<file path="src/rtl/ce_pulse_gen.sv">
// Clock-enable generator for falling-edge CE flops: continuous divide-by-(DIV+1)
// or a burst of BURST_LEN pulses closed by a DONE strobe. All outputs launch on rising C.
module ce_pulse_gen #(
    parameter int unsigned WIDTH = 8
) (
    input  logic             C,
    input  logic             CLR,
    input  logic             START,
    input  logic             STOP,
    input  logic             MODE,
    input  logic [WIDTH-1:0] DIV,
    input  logic [7:0]       BURST_LEN,
    output logic             CE,
    output logic             DONE,
    output logic             BUSY,
    output logic [7:0]       PCNT
);

    localparam int unsigned CW = 8;

    typedef enum logic [1:0] {
        IDLE  = 2'd0,
        RUN   = 2'd1,
        BURST = 2'd2
    } state_t;

    state_t           state_q,   state_d;
    logic [WIDTH-1:0] div_cnt_q, div_cnt_d;
    logic [WIDTH-1:0] div_lat_q, div_lat_d;
    logic [CW-1:0]    len_lat_q, len_lat_d;
    logic [CW-1:0]    pcnt_q,    pcnt_d;
    logic             ce_q,      ce_d;
    logic             done_q,    done_d;
    logic             busy_q,    busy_d;
    logic             tick;

    // Divider expiry: reload instead of decrementing past zero.
    assign tick = (div_cnt_q == '0);

    always_comb begin
        state_d   = state_q;
        div_cnt_d = div_cnt_q;
        div_lat_d = div_lat_q;
        len_lat_d = len_lat_q;
        pcnt_d    = pcnt_q;
        ce_d      = 1'b0;
        done_d    = 1'b0;

        if (STOP) begin
            state_d = IDLE;
        end else begin
            case (state_q)
                IDLE: begin
                    if (START) begin
                        div_lat_d = DIV;
                        len_lat_d = BURST_LEN;
                        div_cnt_d = DIV;
                        pcnt_d    = '0;
                        if (!MODE) begin
                            state_d = RUN;
                        end else if (BURST_LEN == '0) begin
                            done_d = 1'b1;
                        end else begin
                            state_d = BURST;
                        end
                    end
                end
                RUN, BURST: begin
                    if (tick) begin
                        ce_d      = 1'b1;
                        div_cnt_d = div_lat_q;
                    end else begin
                        div_cnt_d = div_cnt_q - WIDTH'(1);
                    end
                    // Final burst pulse: DONE rides alongside the last CE.
                    if (state_q == BURST && tick) begin
                        pcnt_d = pcnt_q + CW'(1);
                        if (pcnt_d == len_lat_q) begin
                            done_d  = 1'b1;
                            state_d = IDLE;
                        end
                    end
                end
                default: begin
                    state_d = IDLE;
                end
            endcase
        end

        busy_d = (state_d != IDLE);
    end

    always_ff @(posedge C or posedge CLR) begin
        if (CLR) begin
            state_q   <= IDLE;
            div_cnt_q <= '0;
            div_lat_q <= '0;
            len_lat_q <= '0;
            pcnt_q    <= '0;
            ce_q      <= 1'b0;
            done_q    <= 1'b0;
            busy_q    <= 1'b0;
        end else begin
            state_q   <= state_d;
            div_cnt_q <= div_cnt_d;
            div_lat_q <= div_lat_d;
            len_lat_q <= len_lat_d;
            pcnt_q    <= pcnt_d;
            ce_q      <= ce_d;
            done_q    <= done_d;
            busy_q    <= busy_d;
        end
    end

    assign CE   = ce_q;
    assign DONE = done_q;
    assign BUSY = busy_q;
    assign PCNT = pcnt_q;

endmodule

</file>
<file path="config.mk">
export PLATFORM = sky130hd
export DESIGN_NAME = ce_pulse_gen
export DESIGN_NICKNAME = d
export VERILOG_FILES = /design/src/rtl/ce_pulse_gen.sv
export SDC_FILE = /design/constraint.sdc
export NUM_CORES = 1
export LEC_CHECK = 0
export ABC_AREA = 1
export CAP_MARGIN = 20
export CORE_MARGIN = 2
export CORE_UTILIZATION = 52
export CTS_CLUSTER_DIAMETER = 80
export DETAILED_ROUTE_END_ITERATION = 10
export PLACE_DENSITY = 0.77
export SLEW_MARGIN = 40
export SYNTH_ARGS = -nofsm -noshare
export SYNTH_HDL_FRONTEND = slang
export SYNTH_SLANG_ARGS = --single-unit
export TNS_END_PERCENT = 100
</file>
<file path="constraint.sdc">
create_clock -name C -period 3.25 [get_ports C]
set_input_delay 0.65 -clock C [delete_from_list [all_inputs] [get_ports C]]
set_output_delay 0.65 -clock C [all_outputs]
set_load 0.005 [all_outputs]
</file>
==> metrics.yaml, run 1 <==
hold_path:
  whs_path_depth: 1
  min_path_type: "reg2reg"
  whs_endpoint: "div_lat_q[7]"
  worstHoldStart: "div_lat_q[7]"
final_layout:
  antennaDiodeCount: 0
  area_growth_pct: 21.6
  seqCellArea_um2: 926
  final_nets: 345
  nFillCells: 331
  multiInputGateArea_um2: 1110
  drive_above_1_share_pct: 12.5
yosys:
  yosys-top-cells-area: "dfrtp_1 (41%), nand2_1 (11%), inv_1 (6.9%)"
  synth_cells: 283
  mappedNetlistArea_um2: 2240
  synth_ff_type: "dfrtp_1"
  synth_top_area_share_pct: 41.4
  synth-async-reset-ratio_pct: 100
  synth.avg_cell_area_um2: 7.91
  yosysMostFrequentCell: "nand2_1"
  synthTopCellsByCount: "nand2_1 (67), inv_1 (41), dfrtp_1 (37)"
  ys_warn_count: 0
  synth-seq-cells: 37
  synth-seq-area-share_pct: 41.4
  synth_area_leader_cell: "dfrtp_1"
  syn_nets: 310
  synth_cell_type_count: 35
  synth_edf_count: 0
timing:
  skew_ns: 0.0114
  period_share_pct: 69.9
  hold_viol: 0
  setup_tns_ns: 0
  relSlewSlack_pct: 57.9
  finalMaxSlewViolations: 0
  fmax_ghz: 0.440
  setup_viol: 0
  worst_pin_slew_ns: 0.629
  timing.final.ws_setup_ns: 0.978
  period_needed_ns: 2.27
  rsz0062_at_grt: "false"
cts:
  cts_buffers: 5
  h-tree-depth: 2
  clock_sinks: 37
  cts.repair.resized: 0
  cts_root_buf: "clkbuf_8"
  clockBufferDepth: 2
  clkLatencyLatePin_ns: 0.29
  cts_tree: "built"
  clk_pin_slew_ns: 0.08
  post_cts_buffers: 0
  hold_buffers: 0
detailed_routing:
  drt_iter0_drc: 148
  wl_per_cell_um: 13.3
  routed_wl_mm: 4.92
  dr.pass1.iters: 5
  ant_nets: 0
  vias: 1971
  via_per_inst: 5.34
  drc: 0
floorplanning:
  boundaryPins: 32
  initial_utilization_pct: 55.1
  core_um2: 4060
  rows: 23
  dieArea_um2: 4840
  die_h_um: 69.6
  dieWidth_um: 69.6
worst_setup_path:
  r2r_cells: 7
  required_ns: 3.41
  r2r-start: "state_q[1]"
  arrival_ns: 2.44
  max_stage_delay_ns: 0.62
  worstSetupPathType: "reg2reg"
  reg2reg_slack_ns: 0.98
  end_kind: "flop"
  startpoint_type: "flop"
  crit_chain: "inv_1 > ha_1 > inv_1 > nor3_2 > nand2_4 > o21ai_4 > o22ai_1"
  r2r_end: "PCNT[6]"
  crit_slowest_cell: "ha_1"
  path_buf_inv: 2
  critical_path_peak_fanout: 17
  crit_family: "adder cells"
  critical_path.most_common_cell: "inv_1"
grt:
  use_met2_pct: 38.4
  gr-total-overflow: 0
  grt_use_total_pct: 22.0
  grt-busiest-layer: "met2"
  use_met3_pct: 5.38
  antenna_found_initial: 0
  grt_pass1_wl_mm: 8.56
  grt_max_degree: 38
  use_met1_pct: 27.3
  grt_pass1_vias: 1936
placement:
  place_hpwl_mm: 3.60
  portBuffers: 31
  dp_slack_ns: 0.772
  place_congestion: 0.821
power_and_ir_drop:
  vdd_drop_max_uv: 327
  p_leak_nw: 1.27
  power_density_nw_per_um2: 595
status:
  outcome: "finished, final reports clean"
job:
  drv_cap: 0
[logic make-up after synthesis]
logic type	synth area share, %
mux	3.52
buf+inv	9.00
fa+ha+maj	3.36
xor+xnor	1.17
flops	41.4
compound gates	13.7
simple gates	27.9
[area by class of cell]
| cell class | instances | area share (%) |
|---|---|---|
| clock inverter | 1 | 1.10 |
| inverter | 46 | 6.39 |
| multi-input combinational | 194 | 40.8 |
| sequential | 37 | 34.0 |
| clock buffer | 7 | 3.17 |
| timing repair buffer | 34 | 12.2 |
| tap | 50 | 2.30 |
[worst reg2reg max path, stage by stage, from the launching register on]
cell     delay [ns]
dfrtp_1        0.41
inv_1          0.09
ha_1           0.62
inv_1          0.28
nor3_2         0.38
nand2_4        0.13
o21ai_4        0.13
o22ai_1        0.12
[layout by cell type, fill, tap and decap left out, types with 6 or more instances in the layout]
cell type	n
nand4_1	8
o21ai_0	16
dfrtp_1	37
ha_1	6
clkbuf_8	6
clkdlybuf4s50_1	31
nand2_1	67
a21oi_1	11
nor2_1	17
nand3_1	16
o22ai_1	8
mux2_2	7
inv_1	41
[registers in the layout, summed over array words and instances (netlist names)]
name and cells:
CE 1, DONE 1, PCNT 8, div_lat_q 8
div_cnt_q 8, state_q 2, len_lat_q 8, BUSY 1
[metrics by stage]
step	area (um2)	cells	hold slack, ns	total power [W]	util, %
detailed placement	2610	361	0.494	0.00120	64.2
floorplan	2240	283	0.453	0.00105	-
CTS	2720	369	0.511	0.00162	67.1
global placement	2610	361	0.487	0.00119	64.2
global route	2720	369	0.517	0.00173	67.1
finish	2720	369	0.506	0.00162	67.1
[worst max path at each step]
stage	startpoint	endpoint	depth (start not counted)
finish	state_q[1]	PCNT[6]	7
global route	state_q[1]	PCNT[7]	7
global placement	STOP	div_lat_q[6]	5
detailed placement	STOP	div_lat_q[7]	5
CTS	state_q[1]	PCNT[6]	7
floorplan	state_q[1]	PCNT[2]	8
[power breakdown]
| group | total (W) | leakage [nW] | switching [W] | internal, W |
|---|---|---|---|---|
| clock network | 0.000415 | 0.0585 | 0.000165 | 0.000250 |
| registers | 0.000676 | 0.464 | 0.000107 | 0.000569 |
| logic | 0.000528 | 0.744 | 0.000296 | 0.000232 |
| total | 0.00162 | 1.27 | 0.000568 | 0.00105 |
[per-layer routing]
layer	routed length [um]	up-vias
met4	59	0
met3	167	6
met5	0	-
met2	2500	38
met1	2190	919
li1	-	1008
(Power assumes the default switching activity.)
==> inputs of run 2 (changes only) <==
- clock period: 3.25 -> 2.1 ns (I/O delays scaled with it)
==> run 2 against run 1 <==
Compared with the run above: sequential share of layout area fell by 0.094 points; register-to-register slack got worse by 0.68 ns; cell area rose by 0.28%; non-clock buffer count rose by 5; first-iteration DRC count fell by 6.1%; sequential power rose by 51%; utilization rose by 0.19 points; routed wire length fell by 0.61%; clock skew fell by 0.0040 ns; flip-flop and latch count did not move; cell count rose by 1.1%.
==> metrics.yaml, run 2 (synthesized netlist as in run 1, its figures left out) <==
status:
  outcome: "finished, final reports clean"
worst_setup_path:
  r2r_cells: 9
  crit_family: "simple AND/OR/NAND/NOR gates"
  crit_chain: "inv_1 > ha_1 > nand3_2 > nor3_4 > nor2_4 > inv_2 > nand2_4 > o21ai_4 > o22ai_1"
  path_buf_inv: 2
  r2r-start: "div_cnt_q[0]"
  crit_slowest_cell: "dfrtp_1"
  worstSetupPathType: "reg2reg"
  arrival_ns: 1.97
  max_stage_delay_ns: 0.40
  end_kind: "flop"
  startpoint_type: "flop"
  r2r_end: "PCNT[4]"
  critical_path_peak_fanout: 8
  required_ns: 2.26
  reg2reg_slack_ns: 0.29
final_layout:
  instances_no_fill: 373
  layout_common_cells: "nand2_1 (67), inv_1 (41), dfrtp_1 (37), clkdlybuf4s50_1 (31), nor2_1 (17)"
  seqCellArea_um2: 926
  final_common_cell: "nand2_1"
  area_growth_pct: 22.0
  drive_above_1_share_pct: 13.6
  design_area_um2: 2730
  multiInputGateArea_um2: 1110
  utilization_pct: 67.3
  final_nets: 350
  antennaDiodeCount: 0
  nFillCells: 357
cts:
  cts.repair.resized: 0
  post_cts_buffers: 0
  cts_tree: "built"
  clockBufferDepth: 2
  h-tree-depth: 2
  hold_buffers: 0
  clock_sinks: 37
  clkLatencyLatePin_ns: 0.29
  clk_pin_slew_ns: 0.07
  cts_buffers: 5
  cts_root_buf: "clkbuf_8"
floorplanning:
  core_um2: 4060
  rows: 23
  initial_utilization_pct: 55.1
  dieWidth_um: 69.6
  dieArea_um2: 4840
  boundaryPins: 32
  die_h_um: 69.6
timing:
  setup_tns_ns: 0
  whs_ns: 0.508
  setup_viol: 0
  period_share_pct: 86.0
  finalMaxSlewViolations: 0
  worst_pin_slew_ns: 0.462
  period_needed_ns: 1.81
  fmax_ghz: 0.554
  rsz0062_at_grt: "false"
  skew_ns: 0.00731
  hold_viol: 0
  relSlewSlack_pct: 69.2
detailed_routing:
  drt_iter0_drc: 139
  via_per_inst: 5.34
  wl_per_cell_um: 13.1
  ant_nets: 0
  routed_wl_mm: 4.89
  drc: 0
  vias: 1992
  dr.pass1.iters: 4
grt:
  grt_use_total_pct: 22.5
  gr-total-overflow: 0
  antenna_found_initial: 0
  grt_pass1_vias: 1994
  grt_max_degree: 38
  grt_pass1_wl_mm: 8.69
power_and_ir_drop:
  p_leak_nw: 1.28
  vdd_drop_max_uv: 547
  power_density_nw_per_um2: 880
placement:
  place_hpwl_mm: 3.78
  place_congestion: 0.833
  place_inst: 366
  portBuffers: 31
  dpl_cell_area_um2: 2640
job:
  drv_cap: 0
hold_path:
  whs_endpoint: "len_lat_q[2]"
  min_path_type: "reg2reg"
  whs_path_depth: 2
  worstHoldStart: "len_lat_q[2]"
[run 2: stage by stage]
step,setup slack [ns],power (W)
after floorplan,0.399,0.00162
after global placement,0.226,0.00189
after detailed placement,0.162,0.00191
after CTS,0.279,0.00242
after global routing,0.129,0.00259
final,0.295,0.00240
[run 2: layer usage]
layer  track usage, %  part of all wire, %  vias to the layer above
met3             4.36                  3.5                        7
met4             8.50                  1.3                        0
met1             27.5                   43                      926
li1                 -                    -                     1015
met5                0                    0                        -
met2             39.1                   52                       44
[run 2: final cells by class]
type | count | area share [%]
multi-input combinational | 194 | 40.7
tap | 50 | 2.29
clock buffer | 7 | 3.16
timing repair buffer | 39 | 13.6
sequential | 37 | 33.9
inverter | 46 | 6.37
[run 2: how the worst max path moves through the flow]
stage                 startpoint            to  slack (ns)  depth (start not counted)
detailed placement          STOP  div_cnt_q[2]        0.16                          8
global route        div_cnt_q[0]          BUSY        0.13                         11
floorplan             state_q[1]       PCNT[2]        0.40                          8
CTS                 div_cnt_q[0]          BUSY        0.28                         11
finish              div_cnt_q[0]       PCNT[4]        0.29                          9
global placement            STOP  div_cnt_q[2]        0.23                          8
[run 2: tightest hold or removal path, delay by kind of cell (launching register included)]
| family | cells | cell delay (ns) |
|---|---|---|
| DFF | 1 | 0.36 |
| and+or+nand+nor | 1 | 0.05 |
| AOI/OAI and AO/OA | 1 | 0.06 |
[run 2: power by group]
part / total, W / internal [W] / leakage (nW) / switching [W]
combinational: 0.000888 / 0.000391 / 0.768 / 0.000497
clock: 0.000499 / 0.000260 / 0.0443 / 0.000239
sequential: 0.00102 / 0.000882 / 0.464 / 0.000134
==> inputs of run 3 (changes only) <==
- CTS_BUF_LIST: unset -> sky130_fd_sc_hd__clkbuf_4 sky130_fd_sc_hd__clkbuf_8 sky130_fd_sc_hd__clkbuf_16
==> run 3 against run 2 <==
Compared with the run above: cell area is 0.14% higher; count of clock-buffer cells in the layout stayed put; clock skew hardly changed; combinational power hardly changed; flip-flop and latch count stayed put; register-to-register slack worse by 0.03 ns; via count is 1.1% higher; critical path depth is 2 higher; die area stayed put; total power is 0.57% higher; sequential power hardly changed; non-clock buffer count stayed put.
==> metrics.yaml, run 3 (synthesized netlist as in run 1, its figures left out) <==
grt:
  grt_max_degree: 38
  antenna_found_initial: 0
  gr-total-overflow: 0
  grt_pass1_vias: 2019
  use_met3_pct: 4.51
  grt-busiest-layer: "met2"
  use_met1_pct: 27.6
  use_met2_pct: 39.0
  grt_use_total_pct: 22.6
  grt_pass1_wl_mm: 8.74
timing:
  hold_viol: 0
  setup_viol: 0
  skew_ns: 0.00735
  finalMaxSlewViolations: 0
  setup_tns_ns: 0
  worst_pin_slew_ns: 0.471
  fmax_ghz: 0.546
  period_share_pct: 87.2
  relSlewSlack_pct: 68.6
  period_needed_ns: 1.83
  rsz0062_at_grt: "false"
final_layout:
  final_common_cell: "nand2_1"
  drive_above_1_share_pct: 13.9
  nFillCells: 359
  antennaDiodeCount: 0
  final_nets: 350
  layout_common_cells: "nand2_1 (67), inv_1 (41), dfrtp_1 (37), clkdlybuf4s50_1 (31), nor2_1 (17)"
  multiInputGateArea_um2: 1110
  seqCellArea_um2: 926
  area_growth_pct: 22.1
cts:
  clk_pin_slew_ns: 0.07
  post_cts_buffers: 0
  clockBufferDepth: 2
  cts.repair.resized: 0
  clkLatencyLatePin_ns: 0.29
  h-tree-depth: 2
  cts_tree: "built"
  cts_root_buf: "clkbuf_8"
  hold_buffers: 0
  clock_sinks: 37
  cts_buffers: 5
detailed_routing:
  drt_iter0_drc: 136
  wl_per_cell_um: 13.2
  drc: 0
  dr.pass1.iters: 4
  ant_nets: 0
  via_per_inst: 5.40
  vias: 2013
  routed_wl_mm: 4.93
floorplanning:
  dieArea_um2: 4840
  core_um2: 4060
  die_h_um: 69.6
  initial_utilization_pct: 55.1
  rows: 23
  boundaryPins: 32
  dieWidth_um: 69.6
power_and_ir_drop:
  p_leak_nw: 1.28
  p_sw_w: 0.000870
  swShare_pct: 36.0
  combPwrFrac_pct: 36.8
  p_clk_share_pct: 21.2
  total_power_w: 0.00242
  internal-power_w: 0.00155
  seq_power_share_pct: 42.0
  vdd_drop_max_uv: 547
  power_density_nw_per_um2: 884
placement:
  portBuffers: 31
  place_congestion: 0.833
  place_hpwl_mm: 3.78
worst_setup_path:
  arrival_ns: 2.02
  end_kind: "flop"
  critical_path.most_common_cell: "nand2_1"
  critical_path_peak_fanout: 5
  required_ns: 2.28
  max_stage_delay_ns: 0.40
  worstSetupPathType: "reg2reg"
  crit_slowest_cell: "dfrtp_1"
  crit_chain: "inv_1 > ha_1 > nand3_2 > nor3_4 > nand2_1 > nor2_1 > nand3_1 > nand2_1 > nand2_1 > nand2_1 > nand2_1"
  startpoint_type: "flop"
hold_path:
  min_path_type: "reg2reg"
job:
  drv_cap: 0
status:
  outcome: "finished, final reports clean"
## run 3: worst max-delay path, delay by kind of cell (launching register included)
family	cells	cell delay, ns
simple gates	9	1.00
flops	1	0.40
fa+ha+maj	1	0.24
buf+inv	1	0.09
## run 3: area by class of cell
cell class	count	area share, %
Clock buffer	7	3.30
Inverter	46	6.36
Multi-Input combinational cell	194	40.6
Timing Repair Buffer	39	13.6
Sequential cell	37	33.9
Tap cell	50	2.29
## run 3: worst paths after layout
check,slack [ns],start,cells after the start,endpoint
worst min-delay path,0.51,len_lat_q[2],2,len_lat_q[2]
worst max-delay path,0.27,div_cnt_q[0],11,BUSY
worst max register to register,0.27,div_cnt_q[0],11,BUSY
worst min register to register,0.51,len_lat_q[2],2,len_lat_q[2]
min in group asynchronous,0.56,CLR,3,div_cnt_q[7]
max in group asynchronous,1.22,CLR,3,div_cnt_q[6]
## run 3: power by group through the flow
stage | Sequential (W) | Clock (W) | Combinational, W
2_1_floorplan | 0.00101 | 0 | 0.000615
3_3_place_gp | 0.00102 | 0 | 0.000863
3_5_place_dp | 0.00103 | 0 | 0.000885
4_1_cts | 0.00101 | 0.000528 | 0.000890
5_1_grt | 0.00104 | 0.000563 | 0.00101
6_report | 0.00102 | 0.000512 | 0.000889
## run 3: layer usage
| metal | part of all wire (%) | vias up |
|---|---|---|
| li1 | - | 1014 |
| met1 | 43 | 941 |
| met2 | 52 | 51 |
| met3 | 3.7 | 7 |
| met4 | 1.2 | 0 |
| met5 | 0 | - |
## run 3: stage by stage
stage	std cells	area [um2]	util [%]	setup slack (ns)	hold WS (ns)
floorplan	283	2240	-	0.399	0.453
global placement	366	2640	65.1	0.226	0.486
detailed placement	366	2640	65.1	0.162	0.495
CTS	373	2730	67.3	0.269	0.512
global route	373	2730	67.3	0.108	0.531
finish	373	2730	67.3	0.269	0.508
==> variant 1 (config.mk and constraints of run 2) <==
Change the parameter `WIDTH` from 8 to 10.
--- a/src/rtl/ce_pulse_gen.sv
+++ b/src/rtl/ce_pulse_gen.sv
@@ -3,3 +3,3 @@
 module ce_pulse_gen #(
-    parameter int unsigned WIDTH = 8
+    parameter int unsigned WIDTH = 10
 ) (
Ports: changed (resized DIV); port bits go from 32 to 34. No check against the original RTL was run, so the function may have changed too.
==> variant 1 against run 2 <==
Synthesized area increased by 11%; total power increased by 4.0%; sequential cell count increased by 4; critical path depth decreased by 8; routed wire length increased by 16%; cell area increased by 9.5%; worst setup slack improved by 6.1 ps; fmax increased by 0.34%; critical path type is now flop to output pin; largest cell class unchanged; largest power group unchanged.
==> variant 1: results (changes against run 2) <==
The sequential share of the synthesized area came out at 41.4% (about the same). The delay of the slowest cell on the worst path came out at 560 ps (was 400 ps). The routed wire length per instance is 12.8 um (was 13.1 um). The horizontal die dimension came out at 73.1 um (was 69.6 um). The placed wire-length estimate after detailed placement came to 4.13 mm (was 3.78 mm). The standby leakage power is 1.48 nW (was 1.28 nW).

The net switching power came to 0.913 mW (was 0.869 mW). The layout clock buffer count came to 6 (was 7). The met3 track demand over resource in global routing is 3.73% (was 4.36%). The post-synthesis share of cell area spent on full adders, half adders and majority gates came out at 3.53% (was 3.36%). The final-stage net count came out at 420 (was 350). Result of the run: finished, final reports clean (unchanged).

The total track usage is 24.0% (was 22.5%). The highest-delay cell along the critical path was clkdlybuf4s50_1 (was dfrtp_1). The last weighted congestion value of the routability-driven placer was 0.861 (was 0.833). The number of ordinary inverters in the final layout came out at 49 (was 46). The number of I/O port buffers came to 33 (was 31). The clock net sink count is 41 (was 37).

The final cell area excluding filler cells came out at 2990 um2 (was 2730 um2). The relative contribution of sequential cells to total power came out at 44.6% (was 42.3%). The dominant delay contributor by cell family on the critical path is buffers and inverters (was simple AND/OR/NAND/NOR gates). The non-clock buffer area fraction after layout is 13.3% (was 13.6%). The met2 capacity usage during global routing is 40.8% (was 39.1%). Largest cells by area after synthesis: dfrtp_1 (41%), nand2_1 (16%), inv_1 (7.3%) (was dfrtp_1 (41%), nand2_1 (11%), inv_1 (6.9%)). The area fraction of clock buffers and clock inverters came to 2.76% (was 3.16%). The per-cell via count in the routed design is 5.21 (was 5.34). The met3 wirelength from detailed routing came to 183 um (was 169 um).

The fraction of layout cells with a size suffix above 1 came out at 6.14% (was 13.6%). The xor and xnor area share after synthesis came out at 2.12% (was 1.17%). The global-route wire length before repair came out at 9.84 mm (was 8.69 mm). The number of cells after detailed placement is 437 (was 366).

The met1 track utilization from global routing came out at 28.3% (was 27.5%). The sum of routed wire segments on met1 came out at 2.50 mm (was 2.09 mm). The remaining max-slew budget at the tightest pin is 60.5% (was 69.2%). The net count of the mapped netlist is 379 (was 310).

The cell area after placement is 2910 um2 (was 2640 um2). The final wirelength is 5.68 mm (was 4.89 mm). The wire length on met2 is 2.81 mm (was 2.57 mm). The post-synthesis cell count is 349 (was 283). The number of DRC violations after detailed-routing iteration 0 came out at 98 (was 139). The worst setup skew after layout is 9.87 ps (was 7.31 ps). The count of unique library cells instantiated by Yosys is 31 (was 35).
variant 1: cell count changes in the layout (fill, tap and decap cells not counted), sizes merged, moves of 3 or more:
cell,change
a21oi,+6
a22oi,+3
dfrtp,+4
inv,+3
mux2,-7
nand2,+38
nand3,+10
nand4,-4
nor2,+8
nor3,-3
o21ai,+7
o221ai,-3
o22ai,-7
variant 1: path summary, 6_finish.rpt:
path / startpoint / to / slack [ps] / cells after the start
max in group asynchronous: CLR / PCNT[1] / 1190 / 3
worst max-delay path: PCNT[2] / PCNT[2] / 300 / 1
worst min-delay path: div_lat_q[5] / div_lat_q[5] / 480 / 2
min in group asynchronous: CLR / div_cnt_q[3] / 550 / 3
worst min register to register: div_lat_q[5] / div_lat_q[5] / 480 / 2
worst max register to register: div_cnt_q[0] / PCNT[1] / 310 / 8
